`config.mk`:
```
export PLATFORM = sky130hd
export DESIGN_NAME = regfile_mp_sb_flat
export DESIGN_NICKNAME = d
export VERILOG_FILES = /design/src/rtl/regfile_pkg.sv /design/src/rtl/regfile_mp_sb_if.sv /design/src/rtl/regfile_scoreboard.sv /design/src/rtl/regfile_mp_sb.sv /design/src/flat_wrapper.sv
export SDC_FILE = /design/constraint.sdc
export NUM_CORES = 2
export LEC_CHECK = 0
export CAP_MARGIN = 20
export CORE_MARGIN = 2
export CORE_UTILIZATION = 64
export CTS_BUF_LIST = sky130_fd_sc_hd__clkbuf_4 sky130_fd_sc_hd__clkbuf_8
export DETAILED_ROUTE_END_ITERATION = 7
export PLACE_DENSITY = 0.83
export SLEW_MARGIN = 20
export SYNTH_ARGS = -nofsm -noshare
export SYNTH_HDL_FRONTEND = slang
export SYNTH_HIERARCHICAL = 1
export SYNTH_SLANG_ARGS = --single-unit
```
`constraint.sdc`:
```
create_clock -name clk -period 12.6 [get_ports clk]
set_input_delay 1.89 -clock clk [delete_from_list [all_inputs] [get_ports clk]]
set_output_delay 1.89 -clock clk [all_outputs]
set_load 0.1 [all_outputs]
```
`src/rtl/regfile_pkg.sv`:
```
// regfile_pkg: shared defaults, address-width helper and highest-index match select
package regfile_pkg;
  localparam int XLEN_DEF = 32;
  localparam int NREGS_DEF = 32;
  function automatic int clog2(input int n);
    int r;
    r = 0;
    while ((1 << r) < n) r++;
    return r;
  endfunction
  function automatic int hi_sel(input logic [3:0] m);
    int s;
    s = -1;
    for (int j = 0; j < 4; j++) if (m[j]) s = j;
    return s;
  endfunction
endpackage

```
`src/rtl/regfile_mp_sb_if.sv`:
```
// regfile_mp_sb_if: read ports (raddr/rdata/rpend), write ports (wen/waddr/wdata), alloc and scoreboard status
interface regfile_mp_sb_if import regfile_pkg::*; #(
  parameter int XLEN = XLEN_DEF,
  parameter int NREGS = NREGS_DEF,
  parameter int NRD = 2,
  parameter int NWR = 1
) ();
  localparam int AW = clog2(NREGS);
  logic [NRD*AW-1:0] raddr;
  logic [NRD*XLEN-1:0] rdata;
  logic [NRD-1:0] rpend;
  logic [NWR-1:0] wen;
  logic [NWR*AW-1:0] waddr;
  logic [NWR*XLEN-1:0] wdata;
  logic alloc_en;
  logic [AW-1:0] alloc_addr;
  logic [AW:0] pend_cnt;
  logic sb_idle;
  modport master (
    output raddr, wen, waddr, wdata, alloc_en, alloc_addr,
    input rdata, rpend, pend_cnt, sb_idle
  );
  modport slave (
    input raddr, wen, waddr, wdata, alloc_en, alloc_addr,
    output rdata, rpend, pend_cnt, sb_idle
  );
endinterface

```
`src/rtl/regfile_scoreboard.sv`:
```
// regfile_scoreboard: pending bits (alloc sets, writeback clears, set wins), rpend, registered pend_cnt/sb_idle
module regfile_scoreboard #(
  parameter int NREGS = 32,
  parameter int NRD = 2,
  parameter int AW = 5,
  parameter bit ZERO_REG = 1
) (
  input  logic              clk,
  input  logic              reset,
  input  logic              alloc_en,
  input  logic [AW-1:0]     alloc_addr,
  input  logic [NREGS-1:0]  clr,
  input  logic [NRD*AW-1:0] raddr,
  output logic [NRD-1:0]    rpend,
  output logic [AW:0]       pend_cnt,
  output logic              sb_idle
);
  logic [NREGS-1:0] pend_q, pend_d;
  logic [AW:0] cnt_q, cnt_d;
  logic idle_q, idle_d;
  always_comb begin
    for (int r = 0; r < NREGS; r++)
      pend_d[r] = (alloc_en && alloc_addr == AW'(r) && !(ZERO_REG && r == 0)) || (pend_q[r] && !clr[r]);
    cnt_d = (AW+1)'($countones(pend_d));
    idle_d = cnt_d == '0;
  end
  always_comb begin
    rpend = '0;
    for (int i = 0; i < NRD; i++)
      rpend[i] = pend_q[raddr[i*AW +: AW]] && !clr[raddr[i*AW +: AW]];
  end
  always_ff @(posedge clk or negedge reset)
    if (!reset) begin
      pend_q <= '0;
      cnt_q <= '0;
      idle_q <= 1'b1;
    end else begin
      pend_q <= pend_d;
      cnt_q <= cnt_d;
      idle_q <= idle_d;
    end
  assign pend_cnt = cnt_q;
  assign sb_idle = idle_q;
endmodule

```
`src/rtl/regfile_mp_sb.sv`:
```
// regfile_mp_sb: multi-port register file with write-through bypass and pending-write scoreboard; clk, active-low async reset, bus
module regfile_mp_sb import regfile_pkg::*; #(
  parameter int XLEN = XLEN_DEF,
  parameter int NREGS = NREGS_DEF,
  parameter int NRD = 2,
  parameter int NWR = 1,
  parameter bit ZERO_REG = 1
) (
  input logic clk,
  input logic reset,
  regfile_mp_sb_if.slave bus
);
  localparam int AW = clog2(NREGS);
  logic [XLEN-1:0] regs_q [NREGS];
  logic [XLEN-1:0] regs_d [NREGS];
  logic [NREGS-1:0] clr;
  always_comb begin
    logic [3:0] m;
    int s;
    m = '0;
    s = -1;
    for (int r = 0; r < NREGS; r++) begin
      m = '0;
      for (int j = 0; j < NWR; j++)
        m[j] = bus.wen[j] && bus.waddr[j*AW +: AW] == AW'(r);
      m = (ZERO_REG && r == 0) ? '0 : m;
      s = hi_sel(m);
      clr[r] = |m;
      regs_d[r] = s < 0 ? regs_q[r] : bus.wdata[s*XLEN +: XLEN];
    end
  end
  always_comb begin
    logic [3:0] m;
    logic [AW-1:0] a;
    int s;
    m = '0;
    a = '0;
    s = -1;
    bus.rdata = '0;
    for (int i = 0; i < NRD; i++) begin
      a = bus.raddr[i*AW +: AW];
      m = '0;
      for (int j = 0; j < NWR; j++)
        m[j] = bus.wen[j] && bus.waddr[j*AW +: AW] == a;
      s = hi_sel(m);
      bus.rdata[i*XLEN +: XLEN] = (ZERO_REG && a == '0) ? '0 : s < 0 ? regs_q[a] : bus.wdata[s*XLEN +: XLEN];
    end
  end
  always_ff @(posedge clk or negedge reset)
    if (!reset) begin
      for (int r = 0; r < NREGS; r++) regs_q[r] <= '0;
    end else begin
      regs_q <= regs_d;
    end
  regfile_scoreboard #(.NREGS(NREGS), .NRD(NRD), .AW(AW), .ZERO_REG(ZERO_REG)) u_sb (
    .clk(clk),
    .reset(reset),
    .alloc_en(bus.alloc_en),
    .alloc_addr(bus.alloc_addr),
    .clr(clr),
    .raddr(bus.raddr),
    .rpend(bus.rpend),
    .pend_cnt(bus.pend_cnt),
    .sb_idle(bus.sb_idle)
  );
endmodule
```
`src/flat_wrapper.sv`:
```
// flat-port wrapper written by rule: the top's interface ports become plain ports
module regfile_mp_sb_flat import regfile_pkg::*;
#(
  parameter int XLEN = XLEN_DEF,
  parameter int NREGS = NREGS_DEF,
  parameter int NRD = 2,
  parameter int NWR = 1,
  parameter bit ZERO_REG = 1
)
  (clk, reset, bus_raddr, bus_wen, bus_waddr, bus_wdata, bus_alloc_en, bus_alloc_addr, bus_rdata, bus_rpend, bus_pend_cnt, bus_sb_idle);
  regfile_mp_sb_if #(.XLEN(XLEN), .NREGS(NREGS), .NRD(NRD), .NWR(NWR)) bus_i ();
  input logic clk;
  input logic reset;
  input wire logic [$bits(bus_i.raddr)-1:0] bus_raddr;
  input wire logic [$bits(bus_i.wen)-1:0] bus_wen;
  input wire logic [$bits(bus_i.waddr)-1:0] bus_waddr;
  input wire logic [$bits(bus_i.wdata)-1:0] bus_wdata;
  input wire logic [$bits(bus_i.alloc_en)-1:0] bus_alloc_en;
  input wire logic [$bits(bus_i.alloc_addr)-1:0] bus_alloc_addr;
  output wire logic [$bits(bus_i.rdata)-1:0] bus_rdata;
  output wire logic [$bits(bus_i.rpend)-1:0] bus_rpend;
  output wire logic [$bits(bus_i.pend_cnt)-1:0] bus_pend_cnt;
  output wire logic [$bits(bus_i.sb_idle)-1:0] bus_sb_idle;
  assign bus_i.raddr = bus_raddr;
  assign bus_i.wen = bus_wen;
  assign bus_i.waddr = bus_waddr;
  assign bus_i.wdata = bus_wdata;
  assign bus_i.alloc_en = bus_alloc_en;
  assign bus_i.alloc_addr = bus_alloc_addr;
  assign bus_rdata = bus_i.rdata;
  assign bus_rpend = bus_i.rpend;
  assign bus_pend_cnt = bus_i.pend_cnt;
  assign bus_sb_idle = bus_i.sb_idle;
  regfile_mp_sb #(.XLEN(XLEN), .NREGS(NREGS), .NRD(NRD), .NWR(NWR), .ZERO_REG(ZERO_REG)) u_core (.clk(clk), .reset(reset), .bus(bus_i));
endmodule
```
== After elaboration in Yosys (flattened, before gate mapping) ==
Cells that the tools add are included.

* Bits in registers: 1030
* Input port bits: 56
* Output and inout port bits: 73
* Logic and storage cells: 415

* Add/sub/neg operators: 30
* Magnitude comparators: 37
* Equal/unequal tests: 64
* Shift-type cells: 33
* Multiplexer cells: 51
* Bitwise gates (word level): 2
* Reduce and logical (&&, ||, !) cells: 164

{| class="wikitable"
|+ Operator list
! operator !! count
|-
| $mux W32 || 41
|-
| $lt A32 B1 Y1 const B || 33
|-
| $shiftx A32 B32 Y32 || 33
|-
| $bmux W32 S5 || 2
|-
| $eq A5 B5 Y1 const B || 32
|-
| $logic_and A1 B1 Y1 || 97
|-
| $eq A5 B4 Y1 const B || 16
|-
| $add A6 B6 Y6 || 9
|-
| $eq A5 B3 Y1 const B || 8
|-
| $logic_not A1 Y1 || 33
|-
| $logic_or A1 B1 Y1 || 31
|-
| $add A1 B1 Y2 || 15
|-
| $bmux W1 S5 || 4
|-
| $eq A5 B2 Y1 const B || 4
|-
| $add A2 B2 Y3 || 5
|-
| $ge A6 B6 Y1 const B || 2
|-
| $lt A5 B6 Y1 const B || 2
|-
| $not A5 Y6 || 2
|-
| $eq A5 B1 Y1 const B || 2
|-
| $eq A5 B5 Y1 || 2
|-
| $logic_not A5 Y1 || 2
|-
| $logic_not A6 Y1 || 1
|-
| $mux W1 || 4
|-
| $add A1 B2 Y3 || 1
|}

== Longest topological paths before layout ==
* Depth after elaboration: 11
* Gate-level depth with buffers: 28
* Gate-level depth less buffers: 25

== By module ==
Netlist, hierarchy kept.

{| class="wikitable"
|+ By module, submodules not included
! module !! instances !! cells an instance !! area each (um^2) !! seq. area each (um^2)
|-
| regfile_mp_sb || 1 || 3825 || 54234.5 || 24823.8
|-
| regfile_scoreboard || 1 || 283 || 3165.5 || 977.2
|}

== Least setup slack after synthesis ==
OpenSTA, ideal clock, no wires.

* Path type: in2reg
* From: in bus_wen
* To: reg u_core.u_sb.idle_q (netlist: u_core/u_sb/sb_idle)
* Setup time: 84 ps
* Arrival: 8547 ps
* Data required time: 12516 ps
* Setup slack: 3969 ps
* Cell stages on the path: 27
* Buffers on the path: 3
* Cells stage by stage: buf_2 -> nor2b_1 -> and2_1 -> clkbuf_1 -> nand2_1 -> buf_2 -> inv_1 -> nand2b_1 -> a21boi_0 -> fa_1 -> fa_1 -> fa_1 -> inv_1 -> ha_1 -> fa_1 -> xor2_1 -> fa_1 -> inv_1 -> fa_1 -> inv_1 -> fa_1 -> ha_1 -> ha_1 -> a21oi_1 -> or4b_2 -> o2111ai_1 -> nor3_1

* Word-level cells in the longest chain between the ends: 10
* Elaborated cells between the ends (all ways): 155
* Those cells by class: add/sub: 30; reduce/logical: 125

{| class="wikitable"
|+ RTL lines
! item !! line !! source
|-
| start: declaration || flat_wrapper.sv:15 || <nowiki>input wire logic [$bits(bus_i.wen)-1:0] bus_wen;</nowiki>
|-
| $logic_and A1 B1 Y1 || regfile_mp_sb.sv:25 || <nowiki>m[j] = bus.wen[j] && bus.waddr[j*AW +: AW] == AW'(r);</nowiki>
|-
| via u_core.clr[16] || regfile_mp_sb.sv:16 || <nowiki>logic [NREGS-1:0] clr;</nowiki>
|-
| $logic_not A1 Y1 || regfile_scoreboard.sv:23 || <nowiki>pend_d[r] = (alloc_en && alloc_addr == AW'(r) && !(ZERO_REG && r == 0)) || (pend_q[r] && !clr[r]);</nowiki>
|-
| $logic_and A1 B1 Y1 || regfile_scoreboard.sv:23 ||
|-
| $logic_or A1 B1 Y1 || regfile_scoreboard.sv:23 ||
|-
| $add A1 B1 Y2 (implied by the code) || regfile_scoreboard.sv:24 || <nowiki>cnt_d = (AW+1)'($countones(pend_d));</nowiki>
|-
| $add A2 B2 Y3 (implied by the code) || regfile_scoreboard.sv:24 ||
|-
| $add A6 B6 Y6 (implied by the code) (3 in series) || regfile_scoreboard.sv:24 ||
|-
| via u_core.u_sb.cnt_d[5] || regfile_scoreboard.sv:19 || <nowiki>logic [AW:0] cnt_q, cnt_d;</nowiki>
|-
| $logic_not A6 Y1 || regfile_scoreboard.sv:25 || <nowiki>idle_d = cnt_d == '0;</nowiki>
|-
| via u_core.u_sb.idle_d || regfile_scoreboard.sv:20 || <nowiki>logic idle_q, idle_d;</nowiki>
|-
| end signal: assignment || regfile_scoreboard.sv:40 || <nowiki>idle_q <= idle_d;</nowiki>
|-
| end: declaration || regfile_scoreboard.sv:20 ||
|}

The timed path passes the listed nets, and every way through them passes these cells.
A chain may end at the register's enable or synchronous reset.

== Worst setup path after layout ==
* From: in bus_waddr[3]
* To: reg u_core.u_sb.idle_q (netlist: u_core/u_sb/sb_idle)

* Word-level cells in the longest chain between the ends: 11
* Elaborated cells between the ends (all ways): 186
* Those cells by class: add/sub: 30; eq/ne: 31; reduce/logical: 125

{| class="wikitable"
|+ RTL lines
! item !! line !! source
|-
| start: declaration || flat_wrapper.sv:16 || <nowiki>input wire logic [$bits(bus_i.waddr)-1:0] bus_waddr;</nowiki>
|-
| $eq A5 B5 Y1 || regfile_mp_sb.sv:25 ||
|-
| $logic_and A1 B1 Y1 || regfile_mp_sb.sv:25 ||
|-
| via u_core.clr[16] || regfile_mp_sb.sv:16 ||
|-
| $logic_not A1 Y1 || regfile_scoreboard.sv:23 ||
|-
| $logic_and A1 B1 Y1 || regfile_scoreboard.sv:23 ||
|-
| $logic_or A1 B1 Y1 || regfile_scoreboard.sv:23 ||
|-
| $add A1 B1 Y2 (implied by the code) || regfile_scoreboard.sv:24 ||
|-
| $add A2 B2 Y3 (implied by the code) || regfile_scoreboard.sv:24 ||
|-
| $add A6 B6 Y6 (implied by the code) (3 in series) || regfile_scoreboard.sv:24 ||
|-
| via u_core.u_sb.cnt_d[3] || regfile_scoreboard.sv:19 ||
|-
| $logic_not A6 Y1 || regfile_scoreboard.sv:25 ||
|-
| via u_core.u_sb.idle_d || regfile_scoreboard.sv:20 ||
|}

The timed path passes the listed nets, and every way through them passes these cells.

==> impl_metrics.env <==
export IMPL_cts_setup_buffers=0
export IMPL_routed_wl_um=169000
export IMPL_fin_ws_ns=3.47
export IMPL_clk_pin_slew_ns=0.06
export IMPL_r2r_start="u_core/u_sb/pend_q[16]$_DFF_PN0_"
export IMPL_syn_inst=4108
export IMPL_ys_async_sr_fraction=1.00
export IMPL_worst_ep_required_time_ns=13.38
export IMPL_hpwl_um=90400
export IMPL_hold_violations=0
export IMPL_grt_pass1_wl_um=254000
export IMPL_hold_path_class="flop to flop"
export IMPL_vias_per_cell=7.28
export IMPL_drv_slew=0
export IMPL_r2r_cells=20
export IMPL_cp_top_family="adder cells"
export IMPL_grt_max_degree=166
export IMPL_cp_end_kind="flop"
export IMPL_fin_setup_tns_ns=0
export IMPL_grt_ovfl_total=0
export IMPL_die_y_um=303
export IMPL_post_route_period_util=0.725
export IMPL_layout_cells_non_filler=5365
export IMPL_synth_fp_nets=4208
export IMPL_first_global_vias=40700
export IMPL_routedWlPerCell_um=31.5
export IMPL_io_buffers=128
export IMPL_clk_path_buf_depth=3
export IMPL_ys_warn_count=6
export IMPL_cp_max_fo=33
export IMPL_place_congestion=0.840
export IMPL_status="finished, final reports clean"
export IMPL_maxSlewHeadroom=0.230
export IMPL_start_util=0.648
export IMPL_firstDrtPassIters=5
export IMPL_cts_resized=0
export IMPL_period_needed_ns=9.13
export IMPL_path_buf_inv=6
export IMPL_hold_start="u_core/regs_q[636]$_DFFE_PN0P_"
export IMPL_synth_area_um2=57400
export IMPL_rows=109
export IMPL_seq_area_frac_synth=0.449
export IMPL_synth_largest_area_cell="dfrtp_1"
export IMPL_fin_area_um2=62700
export IMPL_dp_cells=5068
export IMPL_power_density_nw_per_um2=181
export IMPL_synth_edff_count=0
export IMPL_cp_common_cell="fa_1"
export IMPL_core_area_um2=88600
export IMPL_synthTopCellsByArea="dfrtp_1, mux2_2, mux4_2"
export IMPL_slowest_delay_ns=0.93
export IMPL_ant_nets=0
export IMPL_fp_dieW_um=303
export IMPL_crit_type="primary input to flop"
export IMPL_vias=39100
export IMPL_clkLatencyLatePin_ns=0.86
export IMPL_drc=0
export IMPL_crit_slowest_cell="clkdlybuf4s50_1"
export IMPL_worst_pin_slew_ns=1.15
export IMPL_numCtsBuffers=168
export IMPL_max_freq_ghz=0.109
export IMPL_min_to="u_core/regs_q[636]$_DFFE_PN0P_"
export IMPL_layout_drive_gt1_share=0.458
export IMPL_nNetsFinal=4175
export IMPL_setup_violations=0
export IMPL_min_path_cells=1
export IMPL_synth_flop_cell="dfrtp_1"
export IMPL_cts_sinks=1031
export IMPL_avgSynthCellArea_um2=14.0
export IMPL_root_buffer="clkbuf_8"
export IMPL_grt_use_total=0.375
export IMPL_rsz0062_at_grt="false"
export IMPL_netlist_area_leader_share=0.449
export IMPL_htreeDepth=4
export IMPL_antenna_found_initial=8
export IMPL_syn_to_final_growth_pct=9.31
export IMPL_r2r_end="u_core/u_sb/sb_idle$_DFF_PN1_"
export IMPL_leakagePower_nw=27.6
export IMPL_holdBufCountCts=0
export IMPL_peakVddDrop_mv=0.583
export IMPL_ys_types=65
export IMPL_critPathArrivalTime_ns=9.91
export IMPL_drt_iter0_drc=4345
export IMPL_die_area_um2=92100
export IMPL_cap_viol_max_count=0
export IMPL_clock_skew_ns=0.00698
export IMPL_ff2ff_setup_slack_ns=6.15
export IMPL_placed_area_um2=59100
export IMPL_start_kind="primary input"
export IMPL_cts_tree="yes"
export IMPL_synth_seq_cells=1031
export IMPL_dpl_worst_slack_ns=2.70
export IMPL_io_pins=129
Yosys cell counts, types with 28 or more instances:
cell      number
inv_1         82
a22oi_1       31
a21oi_1       55
o21a_1        28
nand2_1       47
nor2_1        64
a221oi_1      80
clkbuf_1     209
o22ai_1       30
mux2i_1      216
nand2b_1      38
mux2_2      1086
o21ai_0      129
mux4_2       378
nor2b_1       48
dfrtp_1     1030
nor3_1        75
buf_2        160
a211oi_1      41
buf_4         30
cells by family (layout without fill, tap and decap cells):
logic type | count (synthesis) | after routing | synth area share
other | 1 | 2 | 0.0000653
AOI/OAI and AO/OA | 476 | 476 | 0.0568
DFF | 1031 | 1031 | 0.449
buffers and inverters | 513 | 604 | 0.0422
adders and majority gates | 44 | 44 | 0.0125
and+or+nand+nor | 333 | 333 | 0.0305
muxes | 1696 | 1696 | 0.406
xor gates and xnor gates | 14 | 14 | 0.00214
worst max path at each step:
stage	from	endpoint	slack, ns	depth (start not counted)
after global routing	bus_waddr[2]	u_core/u_sb/sb_idle$_DFF_PN1_	3.14	25
after detailed placement	bus_waddr[2]	u_core/u_sb/sb_idle$_DFF_PN1_	2.70	25
after floorplan	bus_wen	u_core/u_sb/sb_idle$_DFF_PN1_	3.97	27
after CTS	bus_waddr[2]	u_core/u_sb/sb_idle$_DFF_PN1_	3.56	25
after global placement	bus_waddr[2]	u_core/u_sb/sb_idle$_DFF_PN1_	2.79	25
final	bus_waddr[3]	u_core/u_sb/sb_idle$_DFF_PN1_	3.47	25
per-stage QoR:
step	hold WS, ns	utilization	total power, mW
2_1_floorplan	0.489	-	7.24
3_3_place_gp	0.500	0.667	8.00
3_5_place_dp	0.507	0.667	8.17
4_1_cts	0.524	0.707	11.3
5_1_grt	0.535	0.708	11.9
6_report	0.523	0.708	11.3
flip-flops by register name, indices dropped and copies added, names as in the netlist:
signal                cells
u_core/u_sb/pend_cnt      6
u_core/u_sb/sb_idle       1
u_core/regs_q           992
u_core/u_sb/pend_q       32
layer usage:
layer  part of all wire  GRT usage
met3               0.11      0.102
met5            0.00041          0
met4              0.067      0.233
met2               0.46      0.571
met1               0.36      0.484
placed cells by master (no fill, tap or decap), drive strengths merged, types with 64 or more instances in the layout:
| master | n |
|---|---|
| nor3 | 75 |
| mux2 | 1086 |
| mux2i | 216 |
| inv | 88 |
| o21ai | 131 |
| buf | 110 |
| clkbuf | 273 |
| a221oi | 80 |
| clkdlybuf4s50 | 116 |
| nor2 | 64 |
| mux4 | 394 |
| dfrtp | 1030 |
power by group:
group          internal, mW  leakage (nW)  total [mW]  switching [mW]
combinational          1.81          12.5        3.72            1.91
sequential             4.01          13.2        4.50           0.489
clock                  1.75          1.91        3.11            1.36
total                  7.57          27.6        11.3            3.76
layout make-up:
cell class	count	area [um^2]
timing repair buffer	227	2130
sequential	1031	25800
clock inverter	22	270
tap	1165	1460
fill	5754	25900
antenna	1	2.50
clock buffer	272	3340
multi-input combinational	2564	29400
inverter	83	312
Note: power is estimated with default switching activity, not from simulation.
